### config.mk
export PLATFORM = sky130hd
export DESIGN_NAME = ili9341_spi_responder
export DESIGN_NICKNAME = d
export VERILOG_FILES = /design/src/rtl/ili9341_spi_responder.sv
export SDC_FILE = /design/constraint.sdc
export NUM_CORES = 1
export LEC_CHECK = 0
export ABC_AREA = 1
export CAP_MARGIN = 20
export CORE_MARGIN = 10
export CORE_UTILIZATION = 29
export CTS_CLUSTER_SIZE = 20
export DETAILED_ROUTE_END_ITERATION = 8
export SLEW_MARGIN = 20
export SYNTH_ARGS = -nofsm -noshare
export SYNTH_HDL_FRONTEND = slang
export SYNTH_SLANG_ARGS = --single-unit
### constraint.sdc
create_clock -name clk_i -period 2.25 [get_ports clk_i]
set_input_delay 0.45 -clock clk_i [delete_from_list [all_inputs] [get_ports clk_i]]
set_output_delay 0.45 -clock clk_i [all_outputs]
set_load 0.1 [all_outputs]
### src/rtl/ili9341_spi_responder.sv
// ILI9341 4-wire serial receiver: oversampled front end, byte assembly, and
// CASET/PASET/RAMWR decode producing addressed RGB565 pixel strobes.
module ili9341_spi_responder #(
    parameter int MAX_X       = 239,
    parameter int MAX_Y       = 319,
    parameter int SYNC_STAGES = 2
) (
    input  logic        clk_i,
    input  logic        rst_i,        // active-low, asynchronous
    input  logic        sck_i,
    input  logic        cs_i,
    input  logic        dc_i,
    input  logic        din_i,
    output logic        cmd_valid_o,
    output logic [7:0]  cmd_byte_o,
    output logic        pixel_valid_o,
    output logic [15:0] pixel_data_o,
    output logic [8:0]  pixel_x_o,
    output logic [8:0]  pixel_y_o,
    output logic        frame_done_o,
    output logic        err_o
);

    typedef enum logic [2:0] {ST_NONE, ST_CASET, ST_PASET, ST_RAMWR, ST_OTHER} state_t;

    localparam logic [8:0]  MAX_X9  = 9'(MAX_X);
    localparam logic [8:0]  MAX_Y9  = 9'(MAX_Y);
    localparam logic [15:0] MAX_X16 = 16'(MAX_X);
    localparam logic [15:0] MAX_Y16 = 16'(MAX_Y);

    // ---------------- front end ----------------
    logic [SYNC_STAGES-1:0] sck_sync_q, cs_sync_q, dc_sync_q, din_sync_q;
    logic sck_prev_q, cs_prev_q;
    logic sck_s, cs_s, dc_s, din_s, sck_rise, cs_rise;

    assign sck_s    = sck_sync_q[SYNC_STAGES-1];
    assign cs_s     = cs_sync_q[SYNC_STAGES-1];
    assign dc_s     = dc_sync_q[SYNC_STAGES-1];
    assign din_s    = din_sync_q[SYNC_STAGES-1];
    assign sck_rise = sck_s & ~sck_prev_q & ~cs_s;
    assign cs_rise  = cs_s & ~cs_prev_q;

    // Synchronise the serial pins; cs idles high so reset release is not a deassert.
    always_ff @(posedge clk_i or negedge rst_i) begin
        if (!rst_i) begin
            sck_sync_q <= '0;
            cs_sync_q  <= '1;
            dc_sync_q  <= '0;
            din_sync_q <= '0;
            sck_prev_q <= 1'b0;
            cs_prev_q  <= 1'b1;
        end else begin
            sck_sync_q <= {sck_sync_q[SYNC_STAGES-2:0], sck_i};
            cs_sync_q  <= {cs_sync_q[SYNC_STAGES-2:0], cs_i};
            dc_sync_q  <= {dc_sync_q[SYNC_STAGES-2:0], dc_i};
            din_sync_q <= {din_sync_q[SYNC_STAGES-2:0], din_i};
            sck_prev_q <= sck_s;
            cs_prev_q  <= cs_s;
        end
    end

    logic [6:0] shreg_q;
    logic [2:0] bit_cnt_q;
    logic       byte_vld_q, byte_dc_q, abort_q;
    logic [7:0] byte_q;

    // Assemble bytes MSB first; a cs deassert mid-byte throws the partial byte away.
    always_ff @(posedge clk_i or negedge rst_i) begin
        if (!rst_i) begin
            shreg_q    <= '0;
            bit_cnt_q  <= '0;
            byte_vld_q <= 1'b0;
            byte_dc_q  <= 1'b0;
            byte_q     <= '0;
            abort_q    <= 1'b0;
        end else begin
            byte_vld_q <= 1'b0;
            abort_q    <= 1'b0;
            if (sck_rise) begin
                shreg_q <= {shreg_q[5:0], din_s};
                if (bit_cnt_q == 3'd7) begin
                    byte_vld_q <= 1'b1;
                    byte_q     <= {shreg_q, din_s};
                    byte_dc_q  <= dc_s;
                    bit_cnt_q  <= '0;
                end else begin
                    bit_cnt_q <= bit_cnt_q + 3'd1;
                end
            end else if (cs_rise && bit_cnt_q != 3'd0) begin
                bit_cnt_q <= '0;
                abort_q   <= 1'b1;
            end
        end
    end

    // ---------------- decode ----------------
    state_t      state_q, state_d;
    logic [2:0]  param_cnt_q, param_cnt_d;
    logic [23:0] stage_q, stage_d;
    logic [8:0]  x_start_q, x_start_d, x_end_q, x_end_d;
    logic [8:0]  y_start_q, y_start_d, y_end_q, y_end_d;
    logic [8:0]  cur_x_q, cur_x_d, cur_y_q, cur_y_d;
    logic        byte_phase_q, byte_phase_d;
    logic [7:0]  hi_q, hi_d;
    logic        cmd_valid_q, cmd_valid_d, pixel_valid_q, pixel_valid_d;
    logic        frame_done_q, frame_done_d, err_q, err_d;
    logic [7:0]  cmd_byte_q, cmd_byte_d;
    logic [15:0] pixel_data_q, pixel_data_d;
    logic [8:0]  pixel_x_q, pixel_x_d, pixel_y_q, pixel_y_d;
    logic [15:0] p_start, p_end, p_lim;

    // The 4th parameter byte completes end[7:0]; the rest sits in staging.
    assign p_start = stage_q[23:8];
    assign p_end   = {stage_q[7:0], byte_q};
    assign p_lim   = (state_q == ST_CASET) ? MAX_X16 : MAX_Y16;

    // Register all decode state and outputs.
    always_ff @(posedge clk_i or negedge rst_i) begin
        if (!rst_i) begin
            state_q       <= ST_NONE;
            param_cnt_q   <= '0;
            stage_q       <= '0;
            x_start_q     <= '0;
            x_end_q       <= MAX_X9;
            y_start_q     <= '0;
            y_end_q       <= MAX_Y9;
            cur_x_q       <= '0;
            cur_y_q       <= '0;
            byte_phase_q  <= 1'b0;
            hi_q          <= '0;
            cmd_valid_q   <= 1'b0;
            cmd_byte_q    <= '0;
            pixel_valid_q <= 1'b0;
            pixel_data_q  <= '0;
            pixel_x_q     <= '0;
            pixel_y_q     <= '0;
            frame_done_q  <= 1'b0;
            err_q         <= 1'b0;
        end else begin
            state_q       <= state_d;
            param_cnt_q   <= param_cnt_d;
            stage_q       <= stage_d;
            x_start_q     <= x_start_d;
            x_end_q       <= x_end_d;
            y_start_q     <= y_start_d;
            y_end_q       <= y_end_d;
            cur_x_q       <= cur_x_d;
            cur_y_q       <= cur_y_d;
            byte_phase_q  <= byte_phase_d;
            hi_q          <= hi_d;
            cmd_valid_q   <= cmd_valid_d;
            cmd_byte_q    <= cmd_byte_d;
            pixel_valid_q <= pixel_valid_d;
            pixel_data_q  <= pixel_data_d;
            pixel_x_q     <= pixel_x_d;
            pixel_y_q     <= pixel_y_d;
            frame_done_q  <= frame_done_d;
            err_q         <= err_d;
        end
    end

    // Command state machine: command bytes select state, data bytes act per state.
    always_comb begin
        state_d       = state_q;
        param_cnt_d   = param_cnt_q;
        stage_d       = stage_q;
        x_start_d     = x_start_q;
        x_end_d       = x_end_q;
        y_start_d     = y_start_q;
        y_end_d       = y_end_q;
        cur_x_d       = cur_x_q;
        cur_y_d       = cur_y_q;
        byte_phase_d  = byte_phase_q;
        hi_d          = hi_q;
        cmd_byte_d    = cmd_byte_q;
        pixel_data_d  = pixel_data_q;
        pixel_x_d     = pixel_x_q;
        pixel_y_d     = pixel_y_q;
        cmd_valid_d   = 1'b0;
        pixel_valid_d = 1'b0;
        frame_done_d  = 1'b0;
        err_d         = abort_q;
        if (byte_vld_q) begin
            if (!byte_dc_q) begin
                cmd_byte_d   = byte_q;
                cmd_valid_d  = 1'b1;
                param_cnt_d  = '0;
                byte_phase_d = 1'b0;
                case (byte_q)
                    8'h2A:   state_d = ST_CASET;
                    8'h2B:   state_d = ST_PASET;
                    8'h2C: begin
                        state_d = ST_RAMWR;
                        cur_x_d = x_start_q;
                        cur_y_d = y_start_q;
                    end
                    default: state_d = ST_OTHER;
                endcase
            end else begin
                case (state_q)
                    ST_CASET, ST_PASET: begin
                        if (param_cnt_q < 3'd3) begin
                            stage_d     = {stage_q[15:0], byte_q};
                            param_cnt_d = param_cnt_q + 3'd1;
                        end else if (param_cnt_q == 3'd3) begin
                            param_cnt_d = 3'd4;
                            if (p_start <= p_end && p_end <= p_lim) begin
                                if (state_q == ST_CASET) begin
                                    x_start_d = p_start[8:0];
                                    x_end_d   = p_end[8:0];
                                end else begin
                                    y_start_d = p_start[8:0];
                                    y_end_d   = p_end[8:0];
                                end
                            end else begin
                                err_d = 1'b1;
                            end
                        end
                    end
                    ST_RAMWR: begin
                        if (!byte_phase_q) begin
                            hi_d         = byte_q;
                            byte_phase_d = 1'b1;
                        end else begin
                            byte_phase_d  = 1'b0;
                            pixel_valid_d = 1'b1;
                            pixel_data_d  = {hi_q, byte_q};
                            pixel_x_d     = cur_x_q;
                            pixel_y_d     = cur_y_q;
                            if (cur_x_q == x_end_q) begin
                                cur_x_d = x_start_q;
                                if (cur_y_q == y_end_q) begin
                                    cur_y_d      = y_start_q;
                                    frame_done_d = 1'b1;
                                end else begin
                                    cur_y_d = cur_y_q + 9'd1;
                                end
                            end else begin
                                cur_x_d = cur_x_q + 9'd1;
                            end
                        end
                    end
                    default: ;
                endcase
            end
        end
    end

    assign cmd_valid_o   = cmd_valid_q;
    assign cmd_byte_o    = cmd_byte_q;
    assign pixel_valid_o = pixel_valid_q;
    assign pixel_data_o  = pixel_data_q;
    assign pixel_x_o     = pixel_x_q;
    assign pixel_y_o     = pixel_y_q;
    assign frame_done_o  = frame_done_q;
    assign err_o         = err_q;

endmodule

=== Yosys cells after proc, flatten, opt, wreduce, memory -nomap -nowiden ===
Cells that the tools add are included.

* Add/sub/neg operators: 4
* Order comparisons: 3
* Reduce and logical (&&, ||, !) cells: 17
* Eq/ne operators: 15
* Muxes and demuxes: 45
* Bitwise gates (word level): 10

{| class="wikitable"
|+ Operator list
! operator !! count
|-
| $mux W9 || 12
|-
| $mux W1 || 25
|-
| $eq A8 B6 Y1 const B || 3
|-
| $mux W3 || 7
|-
| $add A9 B1 Y9 const B || 2
|-
| $eq A9 B9 Y1 || 2
|-
| $le A16 B16 Y1 || 1
|-
| $le A16 B9 Y1 || 1
|-
| $reduce_and A4 Y1 || 4
|-
| $reduce_and A7 Y1 || 2
|-
| $eq A3 B2 Y1 const B || 3
|-
| $pmux W3 S3 || 1
|-
| $ne A2 B1 Y1 const B || 4
|-
| $not A1 Y1 || 7
|-
| $add A3 B1 Y3 const B || 2
|-
| $reduce_and A2 Y1 || 3
|-
| $reduce_and A5 Y1 || 1
|-
| $reduce_bool A2 Y1 || 2
|-
| $and A1 B1 Y1 || 3
|-
| $eq A3 B1 Y1 const B || 1
|-
| $eq A3 B3 Y1 const B || 1
|-
| $lt A3 B2 Y1 const B || 1
|-
| $ne A3 B1 Y1 const B || 1
|-
| $reduce_and A3 Y1 || 1
|-
| 3 further kinds || 4
|}

* Input port bits: 6
* Output and inout port bits: 46
* Bits in registers: 170
* Logic and storage cells: 125

=== Depth between registers and ports, before layout ===
Gate-level depths: netlist of the first run.

* Word-level depth: 10
* Mapped depth: 16

=== Least setup slack after synthesis of the first run ===
Ideal clock, no wire load.

* Path type: register to register
* From: register byte_q[3]
* To: register x_end_q[4]
* Setup slack: 0.378 ns
* Cell stages (with the launch flop): 16
* Arrival time: 1.807 ns
* Clock period less this slack: 1.872 ns
* Required time: 2.184 ns
* Cells stage by stage: dfrtp_1 > inv_1 > ha_1 > nand2_1 > inv_1 > nand2_1 > nand2_1 > nand2_1 > nand2_1 > nand2_1 > nand2_1 > nand2_1 > buf_4 > buf_4 > nand4_1 > nand2_1

* Longest elaborated chain between the ends: 3
* Elaborated cells between the ends (all ways): 4

{| class="wikitable"
|+ RTL lines
! item !! RTL line !! source
|-
| from (decl) || 65 || <nowiki>logic [7:0] byte_q;</nowiki>
|-
| from (signal assigned) || 83 || <nowiki>byte_q <= {shreg_q, din_s};</nowiki>
|-
| $le A16 B16 Y1 / $le A16 B9 Y1 (equally long branches) || 207 || <nowiki>if (p_start <= p_end && p_end <= p_lim) begin</nowiki>
|-
| $logic_and A1 B1 Y1 * || 207 ||
|-
| $reduce_and A7 Y1 (no line) * || n/a ||
|-
| to (signal assigned) || 144 || <nowiki>x_end_q <= x_end_d;</nowiki>
|-
| to (decl) || 100 || <nowiki>logic [8:0] x_start_q, x_start_d, x_end_q, x_end_d;</nowiki>
|}

Mark *: on every way between the ends. The rest lies on a longest branch, timed or not.
A chain may end at the register's enable or synchronous reset.

=== Final worst setup path of the first run ===
* From: register state_q[2]
* To: register y_end_q[2]

* Longest elaborated chain between the ends: 5
* Elaborated cells between the ends (all ways): 8

{| class="wikitable"
|+ RTL lines
! item !! RTL line !! source
|-
| from (decl) || 97 || <nowiki>state_t state_q, state_d;</nowiki>
|-
| from (signal assigned) || 140 || <nowiki>state_q <= state_d;</nowiki>
|-
| $eq A3 B1 Y1 || 115, 200, 208 ||
|-
| $mux W9 || 115 || <nowiki>assign p_lim = (state_q == ST_CASET) ? MAX_X16 : MAX_Y16;</nowiki>
|-
| $le A16 B9 Y1 || 207 ||
|-
| $logic_and A1 B1 Y1 || 207 ||
|-
| $reduce_and A7 Y1 (no line) * || n/a ||
|-
| to (signal assigned) || 146 || <nowiki>y_end_q <= y_end_d;</nowiki>
|-
| to (decl) || 101 || <nowiki>logic [8:0] y_start_q, y_start_d, y_end_q, y_end_d;</nowiki>
|}

Marks and branches as above.

==> reports/qor.yml, run 1 <==
run_status: "finished clean"
layout-drive-gt1-share_pct: 16.9
syn_inst: 865
startpoint_type: "flip-flop"
insertedDiodeCount: 0
p_sw_mw: 1.52
clock_skew_ns: 0.0129
die_height_um: 184
hpwl_mm: 13.1
synth_top_cell_area_share_pct: 49.0
slew_headroom_pct: 61.6
comb_power_share_pct: 5.6
crit_type: "flip-flop to flip-flop"
grt_max_degree: 54
cp.buffers_inverters: 3
grt_pass1_wl_mm: 30.3
finalSetupViolations: 0
ys.flop_type: "dfrtp_1"
drtIter0Drc: 412
hold_viol_final: 0
die_w_um: 184
yosysWarningCount: 0
first_pass_iters: 5
fin_util_pct: 34.8
syn_area_um2: 7820
critical_path.top_delay_family: "simple AND/OR/NAND/NOR gates"
synth-seq-area-share_pct: 54.7
cts-root-buf: "clkbuf_16"
fin_tns_setup_ns: 0
synth_edf_count: 0
post_drt_wl_per_cell_um: 14.2
maxSlewViolCount: 0
slowest_delay_ns: 0.41
finalWirelength_mm: 18.3
crit_path_cell_trace: "inv_2, nand3_2, inv_1, ha_1, nand3_1, nor2_1, nand4_1, nand2_4, buf_4, nand4_1, nand2_1"
ys_ff_latch: 170
die-area_um2: 33900
stdcell_area_um2: 9290
io_buffers: 51
stdcell_count: 1289
via_per_inst: 4.54
ctsLongestPathBuffers: 2
drc: 0
worstSkewPairLatency_ns: 0.43
crit_arrival_ns: 2.49
postCtsSetupBuffers: 0
ios: 52
overflow: 0
required_ns: 2.61
path_clk_slew_ns: 0.07
drv_cap: 0
r2r_setup_slack_ns: 0.12
tightest_slew_ns: 0.575
antenna_found_initial: 0
syn-num-nets: 896
grt_util_all_layers_pct: 11.1
gp_congestion: 0.837
fmax_ghz: 0.469
hold_path_class: "flip-flop to flip-flop"
post-route-period-util_pct: 94.7
initial_utilization_pct: 29.2
crit_slowest_cell: "dfrtp_1"
ir_drop_mv: 0.527
row_count: 60
vias: 5856
p_sw_share_pct: 24.5
placed_cells: 1255
synthArstFlopShare_pct: 100
syn_avg_cell_area_um2: 9.04
fin_crit_ns: 2.13
crit_top_cell: "nand4_1"
synth_top_area_cell: "dfrtp_1"
clock-sinks: 170
clkPwrFrac_pct: 43.3
dpl_cell_area_um2: 8720
nNetsFinal: 967
grt_pass1_vias: 5824
cts_tree: "yes"
synthTopCellsByArea: "dfrtp_1 (49%), nand2_1 (15%), dfstp_2 (5.7%)"
seqPwrFrac_pct: 51.2
p_int_mw: 4.69
grt_setup_unrepaired: "no"
final_antenna_net_count: 0
fp.coreArea_um2: 26700
area_growth_pct: 18.9
p_leak_nw: 4.57
numCtsBuffers: 17
p_per_area_nw_per_um2: 668
end_kind: "flip-flop"
synth_cell_type_count: 39
htree_levels: 4
path_max_fanout: 20
[area by class of cell]
cell class	count	area (µm²)
Timing Repair Buffer	84	697
Clock inverter	12	91.3
Fill cell	2719	17400
Multi-Input combinational cell	596	3110
Tap cell	341	427
Clock buffer	19	443
Inverter	67	251
Sequential cell	170	4280
[state kept, by name, indices dropped and copies added (netlist names), 7 cells and up]
register,count
byte_q,8
cmd_byte_o,8
cur_x_q,9
cur_y_q,9
hi_q,8
pixel_data_o,16
pixel_x_o,9
pixel_y_o,9
shreg_q,7
stage_q,24
x_end_q,9
x_start_q,9
y_end_q,9
y_start_q,9
[routing by layer]
metal  vias to the layer above  track usage, %  routed length [µm]
met5                         -               0                   0
met4                         0            3.67                 271
met3                        21            2.54                 727
met2                       110            17.5                8510
met1                      2749            14.7                8760
li1                       2976               -                   -
[worst paths after layout]
check / start / endpoint / depth (start not counted)
worst max register to register: state_q[2] / y_end_q[2] / 11
worst min register to register: sck_sync_q[0] / sck_sync_q[1] / 0
max in group asynchronous: rst_i / x_end_q[3] / 3
worst max-delay path: state_q[2] / y_end_q[2] / 11
min in group asynchronous: rst_i / shreg_q[6] / 2
worst min-delay path: sck_sync_q[0] / sck_sync_q[1] / 0
[synthesized netlist by cell type (all sizes together), types with 2 or more instances]
library cell / instances
nor3: 5
nand3: 38
o21ai: 77
nand4: 52
buf: 20
inv: 65
xor2: 10
dfstp: 17
a21oi: 18
nand2: 309
xnor2: 19
nor2: 29
clkinv: 2
mux2: 7
dfrtp: 153
ha: 25
clkbuf: 14
[cell families after synthesis]
kind of cell | Yosys count | share of synthesized area (%)
adders and majority gates | 25 | 4.00
xor gates and xnor gates | 29 | 3.25
muxes | 7 | 1.01
and+or+nand+nor | 435 | 24.6
AOI/OAI and AO/OA | 98 | 6.58
buffers and inverters | 101 | 5.84
DFF | 170 | 54.7
[cell usage in the layout, fill, tap and decap left out, types with 2 or more instances in the layout]
cell               n
nand4_1           51
dfrtp_1          153
nand3_1           34
clkinv_1           2
nor2_1            26
dfstp_2           17
buf_4             74
nor3_1             4
clkbuf_16         17
nand3_2            3
nand2_2            5
inv_6              3
xor2_1            10
buf_12             4
inv_1             57
mux2_2             6
nand2_1          302
clkinv_2           3
nand2_4            2
clkdlybuf4s50_1    4
nand3_4            3
clkinvlp_4         4
inv_2              8
a21oi_1           16
o21ai_0           76
nor2_4             2
xnor2_1           19
ha_1              25
[power by group through the flow]
| stage | sequential, mW | combinational, mW | clock [mW] |
|---|---|---|---|
| after floorplan | 3.25 | 0.175 | 0 |
| after global placement | 3.23 | 0.341 | 0 |
| after detailed placement | 3.23 | 0.348 | 0 |
| after CTS | 3.18 | 0.350 | 2.77 |
| after global routing | 3.18 | 0.396 | 2.90 |
| final | 3.18 | 0.345 | 2.69 |
[repair_timing]
item / in CTS / in global routing
hold endpoints to repair: 14 / 0
hold buffers: 1 / 0
resized for setup: 0 / 1
setup endpoints to repair: 0 / 27
[through the flow]
step	power, mW	setup slack, ns	hold WS (ns)
2_1_floorplan	3.43	0.378	0.154
3_3_place_gp	3.57	0.184	0.336
3_5_place_dp	3.58	0.134	0.336
4_1_cts	6.30	0.0967	0.352
5_1_grt	6.48	0.0106	0.359
6_report	6.21	0.118	0.348
(Power assumes the default switching activity.)
==> inputs of run 2 (changes only) <==
Settings changed: SETUP_SLACK_MARGIN set to 0.15.
==> reports/qor.yml, run 2 (synthesis results as in run 1) <==
die_w_um: 184  # unchanged
finalWirelength_mm: 18.6  # was 18.3 mm
antenna_found_initial: 0  # unchanged
worstSkewPairLatency_ns: 0.43  # about the same
path_max_fanout: 6  # was 20
fmax_ghz: 0.486  # was 0.469 GHz
finalSetupViolations: 0  # unchanged
drtIter0Drc: 412  # unchanged
fp.coreArea_um2: 26700  # unchanged
ir_drop_mv: 0.549  # was 0.527 mV
gp_congestion: 0.837  # unchanged
final_antenna_net_count: 0  # unchanged
p_per_area_nw_per_um2: 661  # was 668 nW/µm²
dp_slack_ns: 0.134  # unchanged
fin_tns_setup_ns: 0  # unchanged
die_height_um: 184  # unchanged
clock_skew_ns: 0.0118  # was 0.0129 ns
post_drt_wl_per_cell_um: 14.3  # was 14.2 µm
ios: 52  # unchanged
cts-root-buf: "clkbuf_16"  # unchanged
die-area_um2: 33900  # unchanged
insertedDiodeCount: 0  # unchanged
numCtsBuffers: 17  # unchanged
worst_slack_ns: 0.191  # was 0.118 ns
critical_path.top_delay_family: "simple AND/OR/NAND/NOR gates"  # unchanged
nNetsFinal: 977  # was 967
hold_path_class: "flip-flop to flip-flop"  # unchanged
required_ns: 2.61  # about the same
startpoint_type: "flip-flop"  # unchanged
regMostFlops: "stage_q"  # unchanged
crit_arrival_ns: 2.42  # was 2.49 ns
maxSlewViolCount: 0  # unchanged
post-route-period-util_pct: 91.5  # was 94.7%
clock-sinks: 170  # unchanged
initial_utilization_pct: 29.2  # unchanged
end_kind: "flip-flop"  # unchanged
largest_register_ffs: 24  # unchanged
vias: 5984  # was 5856
grt_pass1_wl_mm: 30.3  # about the same
dpl_cell_area_um2: 8720  # unchanged
grt_pass1_vias: 5821  # was 5824
hpwl_mm: 13.1  # unchanged
ctsLongestPathBuffers: 2  # unchanged
crit_top_cell: "nand4_1"  # unchanged
fin_crit_ns: 2.06  # was 2.13 ns
stdcell_area_um2: 9430  # was 9290 µm²
row_count: 60  # unchanged
slowest_delay_ns: 0.37  # was 0.41 ns
hold_viol_final: 0  # unchanged
via_per_inst: 4.61  # was 4.54
overflow: 0  # unchanged
crit_slowest_cell: "dfrtp_1"  # unchanged
grt_util_all_layers_pct: 11.1  # about the same
area_growth_pct: 20.7  # was 18.9%
stdcell_count: 1299  # was 1289
first_pass_iters: 5  # unchanged
layout-drive-gt1-share_pct: 18.1  # was 16.9%
path_clk_slew_ns: 0.07  # about the same
run_status: "finished clean"  # unchanged
htree_levels: 4  # unchanged
tightest_slew_ns: 0.550  # was 0.575 ns
crit_path_cell_trace: "inv_2, nand3_2, inv_1, ha_1, nand3_1, nor2_1, nand4_1, nand2_4, buf_12, buf_4, nand4_1, nand2_1"  # was inv_2, nand3_2, inv_1, ha_1, nand3_1, nor2_1, nand4_1, nand2_4, buf_4, nand4_1, nand2_1
crit_type: "flip-flop to flip-flop"  # unchanged
cts_tree: "yes"  # unchanged
drv_cap: 0  # unchanged
power_mw: 6.24  # was 6.21 mW
cp.buffers_inverters: 4  # was 3
p_leak_nw: 4.63  # was 4.57 nW
io_buffers: 51  # unchanged
grt_setup_unrepaired: "yes"  # was no
layout_common_cells: "nand2_1 (300), dfrtp_1 (153), buf_4 (79)"  # was nand2_1 (302), dfrtp_1 (153), o21ai_0 (76)
placed_cells: 1255  # unchanged
drc: 0  # unchanged
grt_max_degree: 54  # unchanged
slew_headroom_pct: 63.3  # was 61.6%
final_common_cell: "nand2_1"  # unchanged
## run 2: worst reg2reg max path, delay by kind of cell, from the launching register on
family	cells	cell delay, ns
buffers and inverters	4	0.39
adders and majority gates	1	0.27
DFF	1	0.37
and+or+nand+nor	7	0.97
## run 2: what timing repair did
item / CTS / global route
endpoints found under the setup margin: 7 / 37
cloned: 0 / 5
endpoints found under the hold margin: 14 / 0
hold buffers: 1 / 0
pin swaps: 0 / 4
buffers inserted: 0 / 7
gates resized for setup: 1 / 8
## run 2: power by group
part           total (mW)  internal (mW)  switching (mW)
logic               0.378          0.127           0.251
registers            3.18           3.13          0.0449
clock network        2.68           1.45            1.24
## run 2: area by class of cell
type,instances,area [µm²]
inverters,67,251
clock inverters,12,91.3
well taps,341,427
multi-input cells,598,3150
fillers,2705,17300
flip-flops and latches,170,4280
repair buffers,92,791
clock buffers,19,443
## run 2: path summary, 6_finish.rpt
check	start	cells past startpoint	slack [ns]	to
hold reg to reg	sck_sync_q[0]	0	0.35	sck_sync_q[1]
min in group asynchronous	rst_i	2	0.56	shreg_q[6]
max in group asynchronous	rst_i	3	0.99	x_end_q[3]
setup / recovery	state_q[1]	12	0.19	y_end_q[2]
hold / removal	sck_sync_q[0]	0	0.35	sck_sync_q[1]
setup reg to reg	state_q[1]	12	0.19	y_end_q[2]
## run 2: metal layers
metal,GRT usage [%],vias to the layer above,share of wire (%)
met3,2.54,23,4.1
met5,0,-,0
li1,-,3002,-
met4,3.67,0,1.4
met2,17.5,131,47
met1,14.7,2828,47
## run 2: per-stage QoR
| stage | utilization, % | hold slack (ns) |
|---|---|---|
| 2_1_floorplan | - | 0.154 |
| 3_3_place_gp | 32.6 | 0.336 |
| 3_5_place_dp | 32.6 | 0.336 |
| 4_1_cts | 34.7 | 0.352 |
| 5_1_grt | 35.3 | 0.359 |
| 6_report | 35.3 | 0.349 |
